$ cat src/rtl/mem_port_arbiter.sv
// Round-robin arbiter sharing one off-chip memory port between the I-cache and D-cache miss paths.
// One block transaction is in flight at a time; every output is a registered copy of the next-state logic.
module mem_port_arbiter #(
    parameter int ADDR_W = 28,
    parameter int DATA_W = 128
) (
    input  logic              clk,
    input  logic              rst,
    input  logic              i_read,
    input  logic [ADDR_W-1:0] i_addr,
    output logic [DATA_W-1:0] i_rdata,
    output logic              i_ready,
    input  logic              d_read,
    input  logic              d_write,
    input  logic [ADDR_W-1:0] d_addr,
    input  logic [DATA_W-1:0] d_wdata,
    output logic [DATA_W-1:0] d_rdata,
    output logic              d_ready,
    output logic              mem_read,
    output logic              mem_write,
    output logic [ADDR_W-1:0] mem_addr,
    output logic [DATA_W-1:0] mem_wdata,
    input  logic [DATA_W-1:0] mem_rdata,
    input  logic              mem_ready
);

    typedef enum logic [1:0] {IDLE, GNT_I, GNT_D, RESP} state_t;

    state_t            r_state;
    state_t            w_state_nxt;
    logic              r_last_d;
    logic              w_last_d_nxt;
    logic              w_i_req;
    logic              w_d_req;
    logic              w_pick_d;
    logic              w_mem_read_nxt;
    logic              w_mem_write_nxt;
    logic [ADDR_W-1:0] w_mem_addr_nxt;
    logic [DATA_W-1:0] w_mem_wdata_nxt;
    logic [DATA_W-1:0] w_i_rdata_nxt;
    logic [DATA_W-1:0] w_d_rdata_nxt;
    logic              w_i_ready_nxt;
    logic              w_d_ready_nxt;

    assign w_i_req  = i_read;
    assign w_d_req  = d_read | d_write;
    // On a tie the requester that was not served last wins; r_last_d=0 after reset lets D win first.
    assign w_pick_d = w_d_req && (!w_i_req || !r_last_d);

    always_comb begin
        w_state_nxt     = r_state;
        w_last_d_nxt    = r_last_d;
        w_mem_read_nxt  = mem_read;
        w_mem_write_nxt = mem_write;
        w_mem_addr_nxt  = mem_addr;
        w_mem_wdata_nxt = mem_wdata;
        w_i_rdata_nxt   = i_rdata;
        w_d_rdata_nxt   = d_rdata;
        w_i_ready_nxt   = 1'b0;
        w_d_ready_nxt   = 1'b0;
        case (r_state)
            IDLE: begin
                if (w_pick_d) begin
                    w_state_nxt     = GNT_D;
                    w_mem_write_nxt = d_write;
                    w_mem_read_nxt  = !d_write;
                    w_mem_addr_nxt  = d_addr;
                    w_mem_wdata_nxt = d_write ? d_wdata : '0;
                end else if (w_i_req) begin
                    w_state_nxt     = GNT_I;
                    w_mem_read_nxt  = 1'b1;
                    w_mem_write_nxt = 1'b0;
                    w_mem_addr_nxt  = i_addr;
                    w_mem_wdata_nxt = '0;
                end
            end
            GNT_I: begin
                if (mem_ready) begin
                    w_state_nxt     = RESP;
                    w_mem_read_nxt  = 1'b0;
                    w_mem_write_nxt = 1'b0;
                    w_i_rdata_nxt   = mem_rdata;
                    w_i_ready_nxt   = 1'b1;
                    w_last_d_nxt    = 1'b0;
                end
            end
            GNT_D: begin
                // A write-back returns no block, so the D-cache sees zero data for it.
                if (mem_ready) begin
                    w_state_nxt     = RESP;
                    w_mem_read_nxt  = 1'b0;
                    w_mem_write_nxt = 1'b0;
                    w_d_rdata_nxt   = mem_write ? '0 : mem_rdata;
                    w_d_ready_nxt   = 1'b1;
                    w_last_d_nxt    = 1'b1;
                end
            end
            RESP: begin
                w_state_nxt = IDLE;
            end
            default: begin
                w_state_nxt = IDLE;
            end
        endcase
    end

    always_ff @(posedge clk) begin
        if (rst) begin
            r_state   <= IDLE;
            r_last_d  <= 1'b0;
            mem_read  <= 1'b0;
            mem_write <= 1'b0;
            mem_addr  <= '0;
            mem_wdata <= '0;
            i_rdata   <= '0;
            d_rdata   <= '0;
            i_ready   <= 1'b0;
            d_ready   <= 1'b0;
        end else begin
            r_state   <= w_state_nxt;
            r_last_d  <= w_last_d_nxt;
            mem_read  <= w_mem_read_nxt;
            mem_write <= w_mem_write_nxt;
            mem_addr  <= w_mem_addr_nxt;
            mem_wdata <= w_mem_wdata_nxt;
            i_rdata   <= w_i_rdata_nxt;
            d_rdata   <= w_d_rdata_nxt;
            i_ready   <= w_i_ready_nxt;
            d_ready   <= w_d_ready_nxt;
        end
    end

endmodule

$ cat config.mk
export PLATFORM = sky130hd
export DESIGN_NAME = mem_port_arbiter
export DESIGN_NICKNAME = d
export VERILOG_FILES = /design/src/rtl/mem_port_arbiter.sv
export SDC_FILE = /design/constraint.sdc
export NUM_CORES = 1
export LEC_CHECK = 0
export ABC_AREA = 0
export BUFFER_PORTS_ARGS = -buffer_cell sky130_fd_sc_hd__buf_2
export CAP_MARGIN = 20
export CORE_AREA = 8 8 276 278
export DETAILED_ROUTE_END_ITERATION = 6
export DIE_AREA = 0 0 284 286
export PLACE_DENSITY = 0.4
export SKIP_LAST_GASP = 1
export SYNTH_ARGS = -nofsm -noshare
export SYNTH_HDL_FRONTEND = slang
export SYNTH_SLANG_ARGS = --single-unit
$ cat constraint.sdc
create_clock -name clk -period 3.81 [get_ports clk]
set_input_delay 1.143 -clock clk [delete_from_list [all_inputs] [get_ports clk]]
set_output_delay 1.143 -clock clk [all_outputs]
set_load 0.01 [all_outputs]
Word level (Yosys, flattened, before mapping)
Cells that the tools add are included.
{ "totals": {"reg_bits": 419, "input_bits": 318, "output_inout_bits": 416, "elab_cells": 58} }
{ "classes": {"eq_ne": 7, "muxes": 20, "bitwise": 3, "n_reduce_logical": 18} }
{ "ops": {"columns": ["op", "n"], "rows": [
  ["$mux 128", 4],
  ["$mux 28", 2],
  ["$reduce_and 2->1", 4],
  ["$mux 1", 7],
  ["$mux 2", 3],
  ["$pmux 1 s2", 3],
  ["$pmux 2 s3", 1],
  ["$reduce_and 3->1", 2],
  ["$reduce_bool 2->1", 3],
  ["$reduce_or 2->1", 3],
  ["$eq 2x2->1 const B", 2],
  ["$ne 2x2->1 const B", 2],
  ["$logic_not 1->1", 3],
  ["$ne 3x3->1 const B", 1],
  ["$eq 2x1->1 const B", 1],
  ["$logic_not 2->1", 1],
  ["$ne 2x1->1 const B", 1],
  ["$not 1->1", 2],
  ["$logic_and 1x1->1", 1],
  ["$logic_or 1x1->1", 1],
  ["$or 1x1->1", 1]
]} }

Depth between registers and ports, before layout
Gate-level depths: netlist (run 1).
{ "depth": {"depth_word": 5, "depth_mapped": 7, "mapped_depth_nobuf": 5} }

Worst setup path before layout (run 1)
No wires, ideal clock.
{ "synth_timing": {"path_kind": "in2reg", "startpoint": "input port rst", "endpoint": "register d_rdata[107]", "setup_ps": 59, "arrival_time_ps": 2052, "required_time_ps": 3751, "path_slack_ps": 1700, "cell_stages": 5, "n_path_buf": 3, "cell_sequence": "clkbuf_1 -> a21oi_1 -> clkbuf_1 -> buf_2 -> a22o_1"} }
{ "synth_lines": {"columns": ["item", "line_no", "text"], "rows": [
  ["start: declaration", "8", "input logic rst,"],
  ["end signal: assignment", "127", "d_rdata <= w_d_rdata_nxt;"],
  ["end: declaration", "17", "output logic [DATA_W-1:0] d_rdata,"]
]} }

Final worst setup path (run 1)
{ "layout_timing": {"startpoint": "register d_rdata[117]", "endpoint": "output port d_rdata[117]"} }
No word-level cell between the ends.

==> results of run 1 <==
==> power groups by stage <==
stage | clock [uW] | combinational (uW) | sequential, uW
2_1_floorplan | 0 | 1870 | 5720
3_3_place_gp | 0 | 3820 | 5430
3_5_place_dp | 0 | 3870 | 5450
4_1_cts | 5300 | 3880 | 5360
5_1_grt | 5460 | 4160 | 5440
6_report | 5120 | 3780 | 5360
==> worst min path at each step <==
stage | startpoint | endpoint | slack, ns | depth (start not counted)
after floorplan | mem_wdata[0] | mem_wdata[0] | 0.48 | 2
after global placement | mem_wdata[76] | mem_wdata[76] | 0.44 | 2
after detailed placement | mem_wdata[65] | mem_wdata[65] | 0.44 | 2
after CTS | mem_wdata[80] | mem_wdata[80] | 0.45 | 2
after global routing | mem_wdata[19] | mem_wdata[19] | 0.46 | 2
final | mem_wdata[33] | mem_wdata[33] | 0.45 | 2
==> cell families after synthesis <==
group,synth area share
flops,0.5837
buf+inv,0.04589
mux,0.001393
fa+ha+maj,0.004354
simple gates,0.1730
compound gates,0.1916
==> routing by layer <==
metal | GRT usage | wire length (um)
met1 | 0.1634 | 24620
met2 | 0.2567 | 32380
met3 | 0.04951 | 4900
met4 | 0.05336 | 1982
met5 | 0 | 15
==> layout make-up <==
class                      instances  area [um^2]  share of cell area
sequential                       419         8388              0.4015
multi-input combinational       1045         5378              0.2574
timing repair buffer             768         4086              0.1956
clock buffer                      72         1505             0.07204
tap                              959         1200             0.05743
clock inverter                    23        294.0             0.01407
antenna                           14        35.03            0.001677
inverter                           2        7.507           0.0003593
==> state kept, by name, summed over array words and instances (netlist names) <==
register   count
d_rdata      128
i_rdata      128
mem_wdata    128
mem_addr      28
r_state        2
d_ready        1
i_ready        1
mem_read       1
mem_write      1
r_last_d       1
==> placed cells by master, fill, tap and decap left out, types with 2 or more instances in the layout <==
master and n:
clkinvlp_4 4, a311oi_1 28, clkbuf_8 15, buf_12 11
nor2_1 31, nand2_1 444, clkbuf_16 51, nand3_1 128
dfxtp_1 419, inv_1 2, inv_6 2, bufinv_16 5
buf_4 23, ha_1 5, a21oi_1 259, clkbuf_1 6
buf_8 2, a22o_1 128, o21ai_0 2, mux2i_1 2
diode_2 14, buf_2 732, clkinv_2 10
==> through the flow <==
stage	instance area, um^2	setup WS, ns	utilization	power, uW	hold slack (ns)
2_1_floorplan	14370	1.700	-	7598	0.4761
3_3_place_gp	19040	0.9476	0.2642	9259	0.4358
3_5_place_dp	19060	0.9643	0.2644	9319	0.4416
4_1_cts	20860	1.363	0.2893	14540	0.4483
5_1_grt	20890	1.383	0.2897	15050	0.4581
6_report	20890	1.487	0.2898	14260	0.4452
==> worst reg2reg max path, delay by kind of cell (launching register included) <==
kind                     cells  cell delay [ns]
AO/OA/AOI/OAI                2             0.65
buffers and inverters        2             0.48
flip-flops                   1             0.34
adder cells (fa/ha/maj)      1             0.30
AND/OR/NAND/NOR              1             0.23
==> results.py, run 1 <==
metrics = {
    "outcome": {
        "status": "finished clean",
    },
    "hold_path": {
        "min-delay-path-class": "flop to flop",
    },
    "finish": {
        "nNetsFinal": 2610,
        "instances_no_fill": 3302,
        "nFillCells": 7899,
        "drive_above_1_share": 0.3723,
        "syn_to_final_growth_pct": 45.40,
    },
    "routing": {
        "num_vias": 14276,
        "firstDrtPassIters": 5,
        "wl_per_cell_um": 19.35,
        "via_per_inst": 4.323,
        "ant_nets": 0,
        "drtIter0Drc": 669,
        "drc": 0,
        "wl_mm": 63.90,
    },
    "floorplan": {
        "initial_core_util": 0.1993,
        "pin_count": 734,
        "core_area_um2": 72090,
        "fp.dieW_um": 284,
        "dieArea_um2": 81220,
        "row_count": 99,
        "die_y_um": 286,
    },
    "worst_setup_path": {
        "critPathSlowestCell": "dfxtp_1",
        "critical_path_arrival_ns": 1.18,
        "end_kind": "primary output",
        "reg2reg_from": "r_state[1]",
        "cp_slowest_stage_delay_ns": 0.33,
        "r2r_end": "mem_wdata[27]",
        "cp_cell_sequence": "buf_2",
        "r2r_cells": 6,
        "rrSetupSlack_ns": 1.72,
        "cp-startpoint": "d_rdata[117]",
        "path_depth": 1,
        "critPathRequiredTime_ns": 2.67,
        "crit_end": "d_rdata[117]",
        "crit_buf_inv": 1,
        "path_class": "flop to primary output",
        "startpoint_type": "flop",
        "path_max_fanout": 2,
        "cpLargestDelayFamily": "flip-flops",
    },
    "pwr": {
        "seqPwrFrac": 0.376,
        "cellPowerDensity_nw_per_um2": 682.5,
        "swShare": 0.3358,
        "combPwrFrac": 0.265,
        "peakVddDrop_mv": 0.3144,
        "power.internal_uw": 9472,
        "switching_power_uw": 4789,
        "power_leakage_uw": 0.009473,
        "power_frac_clock": 0.359,
    },
    "global_route": {
        "grt_overflow": 0,
        "grt_pass1_vias": 14267,
        "grt_max_degree": 170,
        "antenna_found_initial": 18,
        "grt_pass1_wl_mm": 93.68,
        "grt_util_all_layers": 0.1461,
    },
    "synthesis": {
        "syn_area_um2": 14370,
        "syn_avg_cell_area_um2": 8.937,
        "ys_types": 29,
        "ys_ff_latch": 419,
        "synth.most_common_cell": "nand2_1",
        "synth_flop_cell": "dfxtp_1",
        "synth_warnings": 0,
        "synth_cells": 1608,
        "synthArstFlopShare": 0,
        "synthesis.nets": 1931,
        "synthTopCellsByCount": "nand2_1, dfxtp_1, a21oi_1",
        "netlist.area_leader.share": 0.5837,
        "yosys-top-cells-area": "dfxtp_1, nand2_1, a21oi_1, a22o_1, nand3_1",
        "synth_enable_flop_cells": 0,
        "seq_area_frac_synth": 0.5837,
        "yosysTopAreaCell": "dfxtp_1",
    },
    "place": {
        "hpwl_mm": 47.54,
        "gp_congestion": 0.8168,
        "io_buffer_count": 733,
        "placedCellCount": 3193,
    },
    "clock_network": {
        "cts_buffers": 51,
        "cts_sinks": 419,
        "cts_hold_repair.buffers": 0,
        "clockBufferDepth": 3,
        "path_clk_slew_ns": 0.06,
        "post-cts-setup-buffers": 0,
        "h-tree-depth": 2,
        "cts_resized": 0,
        "tritoncts": "done",
        "clock_latency_ns": 0.60,
        "root_buffer": "clkbuf_16",
    },
    "timing": {
        "fin_crit_sh": 0.6097,
        "finalSetupViolations": 0,
        "slew_headroom": 0.2618,
        "worstMarginPinSlew_ns": 1.107,
        "slew_viol_final": 0,
        "layout_min_cycle_time_ns": 2.323,
        "fmax_mhz": 430.5,
        "final-hold-violation-count": 0,
        "clock_skew_ns": 0.01691,
        "setup_tns_ns": 0,
        "rsz0062_at_grt": "false",
    },
    "run": {
        "maxCapViolations": 0,
    },
}
(Power assumes the default switching activity.)
==> run 2, diff against run 1 <==
- ABC_AREA: 0 -> 1
- CORE_AREA: 8 8 276 278 -> 8 8 277 279
- DIE_AREA: 0 0 284 286 -> 0 0 285 287
- PLACE_DENSITY: 0.4 -> 0.43
- clock period: 3.81 -> 1.9 ns (I/O delays scaled with it)
==> run 2 against run 1 <==
Net effect: sequential share of layout area fell by 2.9 points; first-iteration DRC count rose by 16%; area after synthesis rose by 9.0%; non-clock buffer count rose by 58; clock skew rose by 0.0026 ns; global-route usage rose by 2.1 points; power rose by 130%; synthesized cell count rose by 29%; cell count rose by 14%; hold slack got worse by 0.23 ns; largest cell class unchanged; largest power group unchanged; highest routed layer unchanged.
==> results.py, run 2 <==
metrics = {
    "finish": {
        "final_common_cell": "buf_2",
        "top_regs": "d_rdata x128, i_rdata x128, mem_wdata x128",
        "most-common-layout-cells": "buf_2, nor2_1, dfxtp_1",
        "nFillCells": 7992,
        "drive_above_1_share": 0.3273,
        "syn_to_final_growth_pct": 43.96,
        "nNetsFinal": 3092,
    },
    "synthesis": {
        "synth_enable_flop_cells": 0,
        "synthTopCellsByCount": "nor2_1, dfxtp_1, nand3_1",
        "synth_flop_cell": "dfxtp_1",
        "yosysTopAreaCell": "dfxtp_1",
        "ys_types": 21,
        "netlist.area_leader.share": 0.5355,
        "synth.most_common_cell": "nor2_1",
        "seq_area_frac_synth": 0.5355,
        "ys_ff_latch": 419,
        "syn_avg_cell_area_um2": 7.545,
        "synth_warnings": 0,
        "synthArstFlopShare": 0,
        "syn_area_um2": 15660,
        "synth_cells": 2076,
        "synthesis.nets": 2399,
        "yosys-top-cells-area": "dfxtp_1, nand3_1, nor2_1, o21ai_0, nand2_1",
    },
    "floorplan": {
        "initial_core_util": 0.2165,
        "dieArea_um2": 81800,
        "core_area_um2": 72340,
        "pin_count": 734,
        "die_y_um": 287,
        "row_count": 99,
        "fp.dieW_um": 285,
    },
    "global_route": {
        "use_met3": 0.06504,
        "grt_util_all_layers": 0.1673,
        "grt_overflow": 0,
        "grt_pass1_wl_mm": 107.4,
        "gr-max-usage-layer": "met2",
        "met2_usage": 0.2893,
        "grtUsageMet1": 0.1868,
        "grt_max_degree": 109,
        "grt_pass1_vias": 16643,
        "antenna_found_initial": 21,
    },
    "clock_network": {
        "tritoncts": "done",
        "clockBufferDepth": 3,
        "path_clk_slew_ns": 0.06,
        "root_buffer": "clkbuf_16",
        "cts_buffers": 49,
        "h-tree-depth": 2,
        "clock_latency_ns": 0.59,
        "post-cts-setup-buffers": 0,
        "cts_sinks": 419,
    },
    "worst_setup_path": {
        "path_class": "flop to flop",
        "critical_path_arrival_ns": 2.27,
        "startpoint_type": "flop",
        "end_kind": "flop",
        "critPathRequiredTime_ns": 2.37,
        "path_max_fanout": 24,
    },
    "routing": {
        "drc": 0,
        "firstDrtPassIters": 5,
        "num_vias": 16827,
        "drtIter0Drc": 776,
        "wl_mm": 73.09,
        "ant_nets": 0,
        "via_per_inst": 4.460,
        "wl_per_cell_um": 19.37,
    },
    "timing": {
        "layout_min_cycle_time_ns": 1.798,
        "slew_viol_final": 0,
        "rsz0062_at_grt": "true",
        "clock_skew_ns": 0.01947,
        "worstMarginPinSlew_ns": 0.6392,
        "finalSetupViolations": 0,
        "slew_headroom": 0.5738,
        "fmax_mhz": 556.2,
        "fin_crit_sh": 0.9462,
        "setup_tns_ns": 0,
        "final-hold-violation-count": 0,
        "setup_slack_ns": 0.1022,
    },
    "pwr": {
        "power_leakage_uw": 0.01132,
        "peakVddDrop_mv": 0.7522,
        "finalPower_uw": 32750,
        "cellPowerDensity_nw_per_um2": 1453,
    },
    "outcome": {
        "status": "finished clean",
    },
    "place": {
        "io_buffer_count": 733,
        "hpwl_mm": 56.36,
        "post-place-ws_ns": 0.03180,
        "gp_congestion": 0.8539,
    },
    "hold_path": {
        "min-delay-path-class": "input pin to flop",
    },
    "run": {
        "maxCapViolations": 0,
    },
}
-- run 2: worst paths after layout --
kind / start / end / slack (ns) / cells past startpoint
setup / recovery: r_state[1] / mem_addr[2] / 0.10 / 9
setup reg to reg: r_state[1] / mem_addr[2] / 0.10 / 9
hold reg to reg: d_rdata[20] / d_rdata[20] / 0.46 / 2
hold / removal: mem_rdata[28] / d_rdata[28] / 0.21 / 3
-- run 2: final cells by class --
class                      count  area, um^2  share of cell area
inverter                      12       57.56            0.002553
timing repair buffer         826        4792              0.2125
antenna                       12       30.03            0.001332
clock buffer                  68        1428             0.06331
tap                          959        1200             0.05322
clock inverter                16       186.4            0.008268
sequential                   419        8388              0.3720
multi-input combinational   1461        6466              0.2868
-- run 2: where the power goes --
group          switching (uW)  leakage [uW]  internal, uW  total, uW
Combinational            7230       0.00709          4200      11400
Clock                    3830      0.000797          5630       9450
Sequential               1020       0.00343         10800      11900
Total                   12100        0.0113         20700      32800
-- run 2: stage by stage --
| stage | util | instance area [um^2] | cells | hold WS (ns) |
|---|---|---|---|---|
| 6_report | 0.3117 | 22550 | 3773 | 0.2134 |
| 5_1_grt | 0.3115 | 22530 | 3767 | 0.1816 |
| 4_1_cts | 0.3112 | 22510 | 3761 | 0.1685 |
| 3_5_place_dp | 0.2889 | 20900 | 3677 | 0.4566 |
| 3_3_place_gp | 0.2889 | 20900 | 3677 | 0.4547 |
| 2_1_floorplan | - | 15660 | 2076 | 0.4608 |
-- run 2: cell families after synthesis --
logic type	Yosys count	synth area share
simple gates	1140	0.3048
flops	419	0.5355
compound gates	316	0.1022
buf+inv	196	0.05352
fa+ha+maj	5	0.003994
-- run 2: metal layers --
metal  routed length (um)  part of all wire  up-vias
met5                  109            0.0015        -
li1                     -                 -     8225
met2                35030              0.48      678
met4                 2357             0.032       18
met3                 7058             0.097      126
met1                28530              0.39     7780
-- run 2: timing repair --
| action | 4_1_cts | 5_1_grt |
|---|---|---|
| hold buffers | 0 | 0 |
| endpoints found under the setup margin | 0 | 31 |
| gates resized for setup | 0 | 1 |
-- run 2: worst max-delay path: stages, from the launching register on --
cell	delay [ns]
dfxtp_1	0.33
inv_1	0.13
ha_1	0.22
inv_1	0.08
a21oi_4	0.16
buf_4	0.27
buf_4	0.22
nand2_1	0.07
a21oi_1	0.15
nor2_1	0.05
==> run 3, diff against run 2 <==
- ABC_AREA: 1 -> default
- CORE_AREA: 8 8 277 279 -> 8 8 276 278
- DIE_AREA: 0 0 285 287 -> 0 0 284 286
- PLACE_DENSITY: 0.43 -> 0.41
==> run 3 against run 2 <==
Net effect: non-clock buffer count decreased by 7; highest routed layer is now met4; sequential share of layout area increased by 2.0 points; clock power increased by 2.2%; clock skew decreased by 0.0075 ns; cell count decreased by 12%; via count decreased by 14%; hold slack got worse by 0.0059 ns; flip-flop and latch count unchanged; power decreased by 12%; die area decreased by 0.70%; largest cell class unchanged; wire length decreased by 12%.
==> results.py, run 3 (synthesized netlist as in run 1, its figures left out) <==
metrics = {
    "worst_setup_path": {
        "critical_path_arrival_ns": 1.21,
        "cpLargestDelayFamily": "flip-flops",
        "end_kind": "primary output",
        "startpoint_type": "flop",
        "cp_slowest_stage_delay_ns": 0.44,
        "critPathRequiredTime_ns": 1.33,
        "path_max_fanout": 3,
        "critPathSlowestCell": "dfxtp_1",
        "crit_buf_inv": 1,
        "cp_cell_sequence": "buf_2",
        "path_class": "flop to primary output",
    },
    "timing": {
        "rsz0062_at_grt": "false",
        "finalSetupViolations": 0,
        "layout_min_cycle_time_ns": 1.783,
        "fin_crit_sh": 0.9382,
        "slew_viol_final": 0,
        "clock_skew_ns": 0.01199,
        "setup_tns_ns": 0,
        "final-hold-violation-count": 0,
        "fmax_mhz": 561.0,
        "worstMarginPinSlew_ns": 0.6764,
        "slew_headroom": 0.5491,
    },
    "finish": {
        "most-common-layout-cells": "buf_2, nand2_1, dfxtp_1",
        "drive_above_1_share": 0.3857,
        "syn_to_final_growth_pct": 48.82,
        "final_common_cell": "buf_2",
        "top_regs": "d_rdata x128, i_rdata x128, mem_wdata x128",
        "nNetsFinal": 2659,
        "nFillCells": 7898,
        "fin_util": 0.2966,
        "fin_area_um2": 21390,
    },
    "clock_network": {
        "clockBufferDepth": 3,
        "h-tree-depth": 2,
        "tritoncts": "done",
        "cts_sinks": 419,
        "cts_buffers": 49,
        "post-cts-setup-buffers": 0,
        "root_buffer": "clkbuf_16",
        "path_clk_slew_ns": 0.06,
        "clock_latency_ns": 0.58,
    },
    "routing": {
        "drtIter0Drc": 784,
        "wl_per_cell_um": 19.22,
        "drc": 0,
        "ant_nets": 0,
        "num_vias": 14432,
        "firstDrtPassIters": 5,
        "via_per_inst": 4.322,
        "wl_mm": 64.16,
    },
    "pwr": {
        "power.internal_uw": 19170,
        "combPwrFrac": 0.291,
        "seqPwrFrac": 0.374,
        "cellPowerDensity_nw_per_um2": 1349,
        "switching_power_uw": 9680,
        "peakVddDrop_mv": 0.8084,
        "power_frac_clock": 0.335,
        "power_leakage_uw": 0.009770,
        "swShare": 0.3355,
    },
    "global_route": {
        "grt_util_all_layers": 0.1470,
        "grt_pass1_vias": 14755,
        "grt_max_degree": 123,
        "antenna_found_initial": 6,
        "grt_pass1_wl_mm": 94.41,
        "grt_overflow": 0,
    },
    "floorplan": {
        "dieArea_um2": 81220,
        "fp.dieW_um": 284,
        "initial_core_util": 0.1993,
        "core_area_um2": 72090,
        "row_count": 99,
        "die_y_um": 286,
        "pin_count": 734,
    },
    "hold_path": {
        "min-delay-path-class": "input pin to flop",
    },
    "outcome": {
        "status": "finished clean",
    },
    "place": {
        "io_buffer_count": 733,
        "hpwl_mm": 49.55,
        "gp_congestion": 0.8235,
        "place_area_um2": 19690,
    },
    "run": {
        "maxCapViolations": 0,
    },
}
[run 3: path summary, 6_finish.rpt]
check	from	to	slack (ns)	depth (start not counted)
worst min register to register	mem_wdata[45]	mem_wdata[45]	0.45	2
worst max-delay path	mem_write	mem_write	0.12	1
worst min-delay path	mem_rdata[62]	d_rdata[62]	0.21	2
worst max register to register	r_state[0]	d_rdata[21]	0.15	7
[run 3: power by group through the flow]
| stage | clock network (uW) | registers, uW | logic (uW) |
|---|---|---|---|
| 2_1_floorplan | 0 | 11500 | 3760 |
| 3_3_place_gp | 0 | 10900 | 8470 |
| 3_5_place_dp | 0 | 11000 | 8530 |
| 4_1_cts | 10000 | 10800 | 8540 |
| 5_1_grt | 10400 | 11000 | 9200 |
| 6_report | 9660 | 10800 | 8400 |
[run 3: layout make-up]
type	instances	area (um^2)	area share
sequential	419	8388	0.3922
clock inverter	20	210.2	0.009829
tap	959	1200	0.05611
antenna	5	12.51	0.0005851
clock buffer	70	1475	0.06898
inverter	2	7.507	0.0003510
timing repair buffer	819	4712	0.2203
multi-input combinational	1045	5380	0.2516
[run 3: repair_timing]
| item | CTS | global route |
|---|---|---|
| hold buffers | 0 | 0 |
| gates resized for setup | 0 | 1 |
| setup endpoints to repair | 0 | 7 |
[run 3: routing by layer]
layer | wire (um) | up-vias | global-route usage
li1 | - | 6989 | -
met1 | 24730 | 6860 | 0.1642
met2 | 32960 | 488 | 0.2634
met3 | 4483 | 95 | 0.04372
met4 | 1984 | 0 | 0.05336
met5 | 0 | - | 0
[run 3: worst reg2reg max path, stage by stage, from the launching register on]
cell and delay [ns]:
dfxtp_1 0.34, inv_1 0.12, ha_1 0.25, nand2_1 0.13
nor3_2 0.23, buf_12 0.22, buf_12 0.24, a22o_1 0.17
[run 3: stage by stage]
stage | total power (uW) | std cells | setup WS, ns | hold WS (ns)
after floorplan | 15240 | 1608 | 0.3626 | 0.4761
after global placement | 19420 | 3244 | 0.1133 | 0.4361
after detailed placement | 19500 | 3244 | 0.09041 | 0.4405
after CTS | 29340 | 3334 | 0.04479 | 0.1554
after global routing | 30520 | 3338 | 0.01228 | 0.1674
final | 28850 | 3339 | 0.1174 | 0.2075
